--- src/rtl/fetch_stage.sv ---
// fetch_stage: instruction fetch for the in-order RV32 pipeline.
// Owns the program counter, issues word fetches over a req/ack handshake,
// and feeds {instr, pc, ce} to the decoder through a one-entry skid buffer.
// Redirects that land on an uncancellable in-flight fetch park the FSM in
// DROP until that fetch completes, and its data is then thrown away.
//
// Ports:
//   fs_clk, fs_rst        clock and synchronous active-high reset
//   fs_o_imem_req/addr    fetch request and word address (combinational)
//   fs_i_imem_ack/data    fetch completion and returned instruction
//   fs_i_change_pc/target redirect request and target (low 2 bits ignored)
//   fs_i_stall            decoder cannot accept this cycle
//   fs_i_flush            kill fetched but not yet decoded instructions
//   fs_o_instr/pc/ce      registered instruction, its address, valid
module fetch_stage #(
  parameter int                  PC_WIDTH = 32,
  parameter int                  IWIDTH   = 32,
  parameter logic [PC_WIDTH-1:0] RESET_PC = {PC_WIDTH{1'b0}}
) (
  input  logic                fs_clk,
  input  logic                fs_rst,
  output logic                fs_o_imem_req,
  output logic [PC_WIDTH-1:0] fs_o_imem_addr,
  input  logic                fs_i_imem_ack,
  input  logic [IWIDTH-1:0]   fs_i_imem_data,
  input  logic                fs_i_change_pc,
  input  logic [PC_WIDTH-1:0] fs_i_target_pc,
  input  logic                fs_i_stall,
  input  logic                fs_i_flush,
  output logic [IWIDTH-1:0]   fs_o_instr,
  output logic [PC_WIDTH-1:0] fs_o_pc,
  output logic                fs_o_ce
);

  typedef enum logic [1:0] {
    ST_IDLE  = 2'd0,
    ST_FETCH = 2'd1,
    ST_DROP  = 2'd2
  } state_t;

  state_t              state_r, state_nxt_s;
  logic [PC_WIDTH-1:0] pc_r, pc_nxt_s;
  logic [PC_WIDTH-1:0] drop_addr_r, drop_addr_nxt_s;
  logic [IWIDTH-1:0]   out_instr_r, out_instr_nxt_s;
  logic [PC_WIDTH-1:0] out_pc_r, out_pc_nxt_s;
  logic                out_ce_r, out_ce_nxt_s;
  logic                skid_valid_r, skid_valid_nxt_s;
  logic [IWIDTH-1:0]   skid_instr_r, skid_instr_nxt_s;
  logic [PC_WIDTH-1:0] skid_pc_r, skid_pc_nxt_s;
  logic                req_s;
  logic [PC_WIDTH-1:0] addr_s;
  logic                accept_s;
  logic                target_lo_unused_s;

  // Redirect targets are word aligned; the low bits are deliberately dropped.
  assign target_lo_unused_s = ^fs_i_target_pc[1:0];

  // Request and address decode from registered state only.
  // FETCH withholds req while the skid is occupied, so the skid can never
  // be asked to hold a second instruction.
  always_comb begin
    req_s  = 1'b0;
    addr_s = pc_r;
    case (state_r)
      ST_IDLE: begin
        req_s  = 1'b0;
        addr_s = pc_r;
      end
      ST_FETCH: begin
        req_s  = !skid_valid_r;
        addr_s = pc_r;
      end
      ST_DROP: begin
        req_s  = 1'b1;
        addr_s = drop_addr_r;
      end
      default: begin
        req_s  = 1'b0;
        addr_s = pc_r;
      end
    endcase
  end

  // Only an ack against a live FETCH request delivers a usable instruction.
  assign accept_s = (state_r == ST_FETCH) && req_s && fs_i_imem_ack;

  // Next-state logic: redirect first, then FSM progress and output routing.
  always_comb begin
    state_nxt_s      = state_r;
    pc_nxt_s         = pc_r;
    drop_addr_nxt_s  = drop_addr_r;
    out_instr_nxt_s  = out_instr_r;
    out_pc_nxt_s     = out_pc_r;
    out_ce_nxt_s     = out_ce_r;
    skid_valid_nxt_s = skid_valid_r;
    skid_instr_nxt_s = skid_instr_r;
    skid_pc_nxt_s    = skid_pc_r;

    if (fs_i_change_pc) begin
      // Redirect wins over everything; a request still waiting for its ack
      // cannot be withdrawn, so remember its address and wait it out.
      pc_nxt_s         = {fs_i_target_pc[PC_WIDTH-1:2], 2'b00};
      out_ce_nxt_s     = 1'b0;
      skid_valid_nxt_s = 1'b0;
      if (req_s && !fs_i_imem_ack) begin
        state_nxt_s     = ST_DROP;
        drop_addr_nxt_s = addr_s;
      end else begin
        state_nxt_s     = ST_FETCH;
      end
    end else begin
      case (state_r)
        ST_IDLE: begin
          state_nxt_s = ST_FETCH;
        end
        ST_FETCH: begin
          if (accept_s) begin
            pc_nxt_s = pc_r + PC_WIDTH'(3'd4);
          end else begin
            pc_nxt_s = pc_r;
          end
        end
        ST_DROP: begin
          if (fs_i_imem_ack) begin
            state_nxt_s = ST_FETCH;
          end else begin
            state_nxt_s = ST_DROP;
          end
        end
        default: begin
          state_nxt_s = ST_IDLE;
        end
      endcase

      if (fs_i_flush) begin
        // Kill what is held; the pc still advanced above if a fetch landed.
        out_ce_nxt_s     = 1'b0;
        skid_valid_nxt_s = 1'b0;
      end else if (!fs_i_stall) begin
        if (skid_valid_r) begin
          out_instr_nxt_s  = skid_instr_r;
          out_pc_nxt_s     = skid_pc_r;
          out_ce_nxt_s     = 1'b1;
          skid_valid_nxt_s = 1'b0;
        end else if (accept_s) begin
          out_instr_nxt_s  = fs_i_imem_data;
          out_pc_nxt_s     = pc_r;
          out_ce_nxt_s     = 1'b1;
        end else begin
          out_ce_nxt_s     = 1'b0;
        end
      end else begin
        if (accept_s) begin
          skid_instr_nxt_s = fs_i_imem_data;
          skid_pc_nxt_s    = pc_r;
          skid_valid_nxt_s = 1'b1;
        end else begin
          skid_valid_nxt_s = skid_valid_r;
        end
      end
    end
  end

  // State registers with synchronous reset.
  always_ff @(posedge fs_clk) begin
    if (fs_rst) begin
      state_r      <= ST_IDLE;
      pc_r         <= RESET_PC;
      drop_addr_r  <= RESET_PC;
      out_instr_r  <= {IWIDTH{1'b0}};
      out_pc_r     <= {PC_WIDTH{1'b0}};
      out_ce_r     <= 1'b0;
      skid_valid_r <= 1'b0;
      skid_instr_r <= {IWIDTH{1'b0}};
      skid_pc_r    <= {PC_WIDTH{1'b0}};
    end else begin
      state_r      <= state_nxt_s;
      pc_r         <= pc_nxt_s;
      drop_addr_r  <= drop_addr_nxt_s;
      out_instr_r  <= out_instr_nxt_s;
      out_pc_r     <= out_pc_nxt_s;
      out_ce_r     <= out_ce_nxt_s;
      skid_valid_r <= skid_valid_nxt_s;
      skid_instr_r <= skid_instr_nxt_s;
      skid_pc_r    <= skid_pc_nxt_s;
    end
  end

  assign fs_o_imem_req  = req_s;
  assign fs_o_imem_addr = addr_s;
  assign fs_o_instr     = out_instr_r;
  assign fs_o_pc        = out_pc_r;
  assign fs_o_ce        = out_ce_r;

endmodule

--- config.mk ---
export PLATFORM = sky130hd
export DESIGN_NAME = fetch_stage
export DESIGN_NICKNAME = d
export VERILOG_FILES = /design/src/rtl/fetch_stage.sv
export SDC_FILE = /design/constraint.sdc
export NUM_CORES = 1
export LEC_CHECK = 0
export ABC_AREA = 0
export CAP_MARGIN = 10
export CELL_PAD_IN_SITES_DETAIL_PLACEMENT = 0
export CELL_PAD_IN_SITES_GLOBAL_PLACEMENT = 1
export CORE_MARGIN = 4
export CORE_UTILIZATION = 42
export CTS_CLUSTER_DIAMETER = 100
export CTS_CLUSTER_SIZE = 28
export DETAILED_ROUTE_END_ITERATION = 8
export PLACE_DENSITY = 0.87
export RECOVER_POWER = 100
export SLEW_MARGIN = 10
export SYNTH_ARGS = -nofsm -noshare
export SYNTH_HDL_FRONTEND = slang
export SYNTH_SLANG_ARGS = --single-unit
--- constraint.sdc ---
create_clock -name fs_clk -period 6.92 [get_ports fs_clk]
set_input_delay 1.73 -clock fs_clk [delete_from_list [all_inputs] [get_ports fs_clk]]
set_output_delay 1.73 -clock fs_clk [all_outputs]
set_load 0.01 [all_outputs]
* Word-level counts from Yosys, hierarchy flattened *
Index checks and enable logic that the tools add are counted.

storage, ports and cells
  register bits = 196
  output and inout bits = 98

operators by class
  bitwise gates (word level) = 3
  add/sub/neg operators = 1
  equality and inequality tests = 3
  multiplexer cells = 15
  reduce and logical (&&, ||, !) cells = 17

operators by type and width
  cell                     number
  $mux W32                 8
  $add A32 B3 Y32 const B  1
  $reduce_and A4 Y1        2
  $mux W2                  3
  $pmux W2 S3              1
  $reduce_and A2 Y1        3
  $reduce_bool A2 Y1       3
  $reduce_or A4 Y1         1
  $logic_and A1 B1 Y1      3
  $not A1 Y1               3
  $reduce_or A3 Y1         1
  $eq A2 B1 Y1 const B     1
  $eq A2 B2 Y1 const B     1
  $logic_not A1 Y1         2
  $logic_not A2 Y1         1
  $mux W1                  2
  $ne A2 B2 Y1 const B     1
  $pmux W1 S2              1
  $reduce_or A2 Y1         1

* Longest topological paths before layout *
  depth after elaboration = 7
  gate-level depth with buffers = 9
  mapped depth without buffers = 6

* Worst setup path before layout *
OpenSTA, ideal clock, no wires.

  path type = reg2out
  start point = register state_r[0]
  end point = output fs_o_imem_addr[17]
  cell stages (with the launch flop) = 6
  slack = 3.532 ns
  arrival = 1.658 ns
  buffers on the path = 2
  path through = dfxtp_1 -> inv_1 -> ha_1 -> buf_1 -> clkbuf_1 -> mux2_2

between the ends
  word-level cells in the longest chain between the ends = 2

ends and longest elaborated chain
  what                    line  source
  from (decl)             41    state_t state_r, state_nxt_s;
  from (signal assigned)  177   state_r <= state_nxt_s;
  $eq A2 B2 Y1            64    case (state_r)
  $mux W32                64
  to (decl)               23    output logic [PC_WIDTH-1:0] fs_o_imem_addr,

Every way passes these cells.

* Worst setup path after layout *
  start point = register state_r[0]
  end point = output fs_o_imem_req

between the ends
  word-level cells in the longest chain between the ends = 2
  elaborated cells between the ends (all ways) = 3
  those cells by class = 2 x eq/ne; 1 x mux

ends and longest elaborated chain
  what                                          line  source
  $eq A2 B2 Y1 or $eq A2 B1 Y1 (tied branches)  64
  $pmux W1 S2 (*)                               64
  to (decl)                                     22    output logic fs_o_imem_req,

Every way passes the cells marked *; elsewhere a longest branch is shown, timed or not.

==> qor.csv <==
stage,metric,value,unit
routing,Via density,5.32,
synth,Main synth FF type,dfxtp_1,
setup_path,Worst EP required,5190,ps
routing,wire length per cell,16.0,um
timing,Final Max Slew Viols,199,
synth,average cell area after synthesis,8.46,um^2
routing,DR vias,7390,
cells_and_area,area delta synth->final,26.4,%
cells_and_area,multi-input logic area,4370,um^2
synth,Syn Std Cell Area,8550,um^2
setup_path,slowest CP cell,clkbuf_1,
setup_path,Max stage delay on crit path,1250,ps
clock_tree,clock buffers created by TritonCTS,17,
setup_path,crit start category,flop,
setup_path,crit-path most repeated cell,inv_1,
die,Die W,151,um
synth,largest area contributor in the netlist,dfxtp_1,
grt,number of global-route vias before repair,6912,
clock_tree,clk root buf,clkbuf_16,
die,initial core utilization,0.434,
routing,DR iter-0 viols,526,
die,die area,22700,um^2
clock_tree,Post-CTS Setup Inserts,0,
setup_path,Critical Path End Type,output pin,
routing,drt total wl,22200,um
routing,TritonRoute pass-1 iters,5,
grt,largest net degree at the start of global routing,126,
synth,synth unique cells,53,
placed_design,detailed placer's ending HPWL,14300,um
placed_design,Post-DP Area,10300,um^2
cells_and_area,fillers,1797,
clock_tree,Worst-path clk slew,70,ps
synth,Synth Instances,1011,
timing,crit share post-route,0.777,
power_and_ir_drop,worst vdd ir,171,uV
worst_hold_path,Hold WC Path Type,flop to flop,
timing,unrepaired setup endpoints after global routing,no,
timing,setup TNS,0,ps
clock_tree,clock buffer depth,2,
synth,sequential fraction of the synthesis area,0.445,
placed_design,Final Wtd Congestion,0.811,
clock_tree,CTS tree,built,
cells_and_area,fin area,10800,um^2
timing,actual slew at the worst max-slew pin,2360,ps
clock_tree,post-CTS sizing,0,
timing,Slew headroom,-0.573,
timing,final setup vio count,0,
setup_path,arrival time worst endpoint,3650,ps
die,row count,51,
clock_tree,worst-skew pair later-pin latency,420,ps
synth,synth top area cells,"dfxtp_1 44%, mux2i_1 7.3%, nand2_1 6.3%",
synth,Async SR Flop Fraction,0,
die,Core ar.,19700,um^2
die,IO Count,168,
setup_path,critical-path cell list,inv_1 > ha_1 > clkbuf_1 > inv_1 > a21oi_1 > clkdlybuf4s50_1,
cells_and_area,"commonest cells after routing, fill and taps aside","189 x dfxtp_1, 143 x nand2_1, 124 x nor2_1",
cells_and_area,Final #Nets,1186,
grt,initial antenna violation count,0,
run_status,failing checks,"max-capacitance violations, max-slew violations",
grt,global-route wire length before repair,35800,um
clock_tree,H-tree Lvls,4,
die,die height,151,um
cells_and_area,# diodes,0,
grt,total grt overflow,0,
cells_and_area,FF/Latch Area,3810,um^2
cells_and_area,"most common cell after layout, fill and taps aside",dfxtp_1,
routing,DRC errors left,0,
cells_and_area,fraction of layout cells with a size suffix above 1,0.0472,
clock_tree,hold buffer count at CTS,0,
setup_path,CP max FO,32,
synth,synth warn,0,
timing,final hold violation count,0,
placed_design,PortBufs,163,
power_and_ir_drop,power density over the cells,217,nW/um^2
clock_tree,# clock sinks,190,
grt,gr usage total,0.195,
power_and_ir_drop,Pleak,3.63,nW
synth,number of synthesized flops with an enable pin,0,
timing,post-route minimum period,5380,ps
routing,remaining antenna violation count,0,
timing,clock skew,9.73,ps
run_status,outcome,"complete, but fails checks",
synth,post-synthesis register bit count,190,
setup_path,Setup CP Type,flop to output pin,
run,Max-Cap Viols,3,
synth,share of the synthesized area in the top cell type,0.445,
timing,fmax,186,MHz
==> final cells by class <==
| class | count | share of cell area |
|---|---|---|
| Multi-Input combinational cell | 720 | 0.404 |
| Sequential cell | 190 | 0.352 |
| Timing Repair Buffer | 172 | 0.156 |
| Clock buffer | 18 | 0.0406 |
| Tap cell | 265 | 0.0307 |
| Clock inverter | 12 | 0.0126 |
| Inverter | 11 | 0.00382 |
==> synthesized netlist by cell type, drive strengths merged (18+ instances only) <==
master and number:
a211oi 71, dfxtp 190, nor2 124, mux2i 62, a21oi 71, nand2 143
a311oi 18, nor2b 36, nor3 45, mux2 28, buf 21, clkbuf 70
==> power breakdown <==
part | switching (W) | leakage [nW] | total, W | internal (W)
combinational | 0.000108 | 1.81 | 0.000216 | 0.000108
sequential | 0.0000374 | 1.54 | 0.00116 | 0.00112
clock | 0.000431 | 0.277 | 0.000973 | 0.000542
total | 0.000576 | 3.63 | 0.00234 | 0.00177
==> critical path, delay by kind of cell, from the launching register on <==
family | cells | cell delay (ps)
buffers and inverters | 4 | 2210
adders and majority gates | 1 | 380
DFF | 1 | 320
AOI/OAI and AO/OA | 1 | 320
==> per-layer routing <==
layer  routed length (um)  vias to the layer above  global-route usage
met2                10600                      169               0.318
met1                10400                     3450               0.269
met5                    0                        -                   0
met4                  197                        0              0.0485
li1                     -                     3756                   -
met3                  986                       15              0.0361
==> state kept, by name (all words and copies together) (netlist names) <==
signal	flops
fs_o_instr	32
skid_pc_r	30
skid_instr_r	32
pc_r	30
skid_valid_r	1
drop_addr_r	32
state_r	2
fs_o_pc	30
fs_o_ce	1
==> cells by family (layout without fill, tap and decap cells) <==
| kind of cell | count (synthesis) | count (layout) | share of synthesized area |
|---|---|---|---|
| AO/OA/AOI/OAI | 194 | 194 | 0.151 |
| XOR/XNOR | 4 | 4 | 0.00410 |
| adder cells (fa/ha/maj) | 4 | 4 | 0.00585 |
| buffers and inverters | 102 | 213 | 0.0486 |
| flip-flops | 190 | 190 | 0.445 |
| multiplexers | 90 | 90 | 0.109 |
| other | 1 | 2 | 0.000438 |
| AND/OR/NAND/NOR | 426 | 426 | 0.236 |
==> stage by stage <==
stage                      util  hold slack [ps]  total power (W)  instances  setup WS (ps)
final                     0.548              453          0.00234       1388           1540
after CTS                 0.550              456          0.00237       1388           2510
after floorplan               -              436          0.00129       1012           3530
after global routing      0.548              470          0.00243       1388           1220
after detailed placement  0.521              446          0.00140       1358           2410
after global placement    0.521              441          0.00140       1358           2400
==> path summary, 6_finish.rpt <==
path,endpoint,start,slack (ps),cells past startpoint
max,fs_o_imem_req,state_r[0]$_SDFFE_PP0P_,1540,6
min,skid_instr_r[21]$_SDFFE_PP0P_,skid_instr_r[21]$_SDFFE_PP0P_,450,2
max reg2reg,pc_r[22]$_SDFFE_PP0P_,state_r[0]$_SDFFE_PP0P_,2670,7
min reg2reg,skid_instr_r[21]$_SDFFE_PP0P_,skid_instr_r[21]$_SDFFE_PP0P_,450,2
Power figures use the tool's default switching activity.
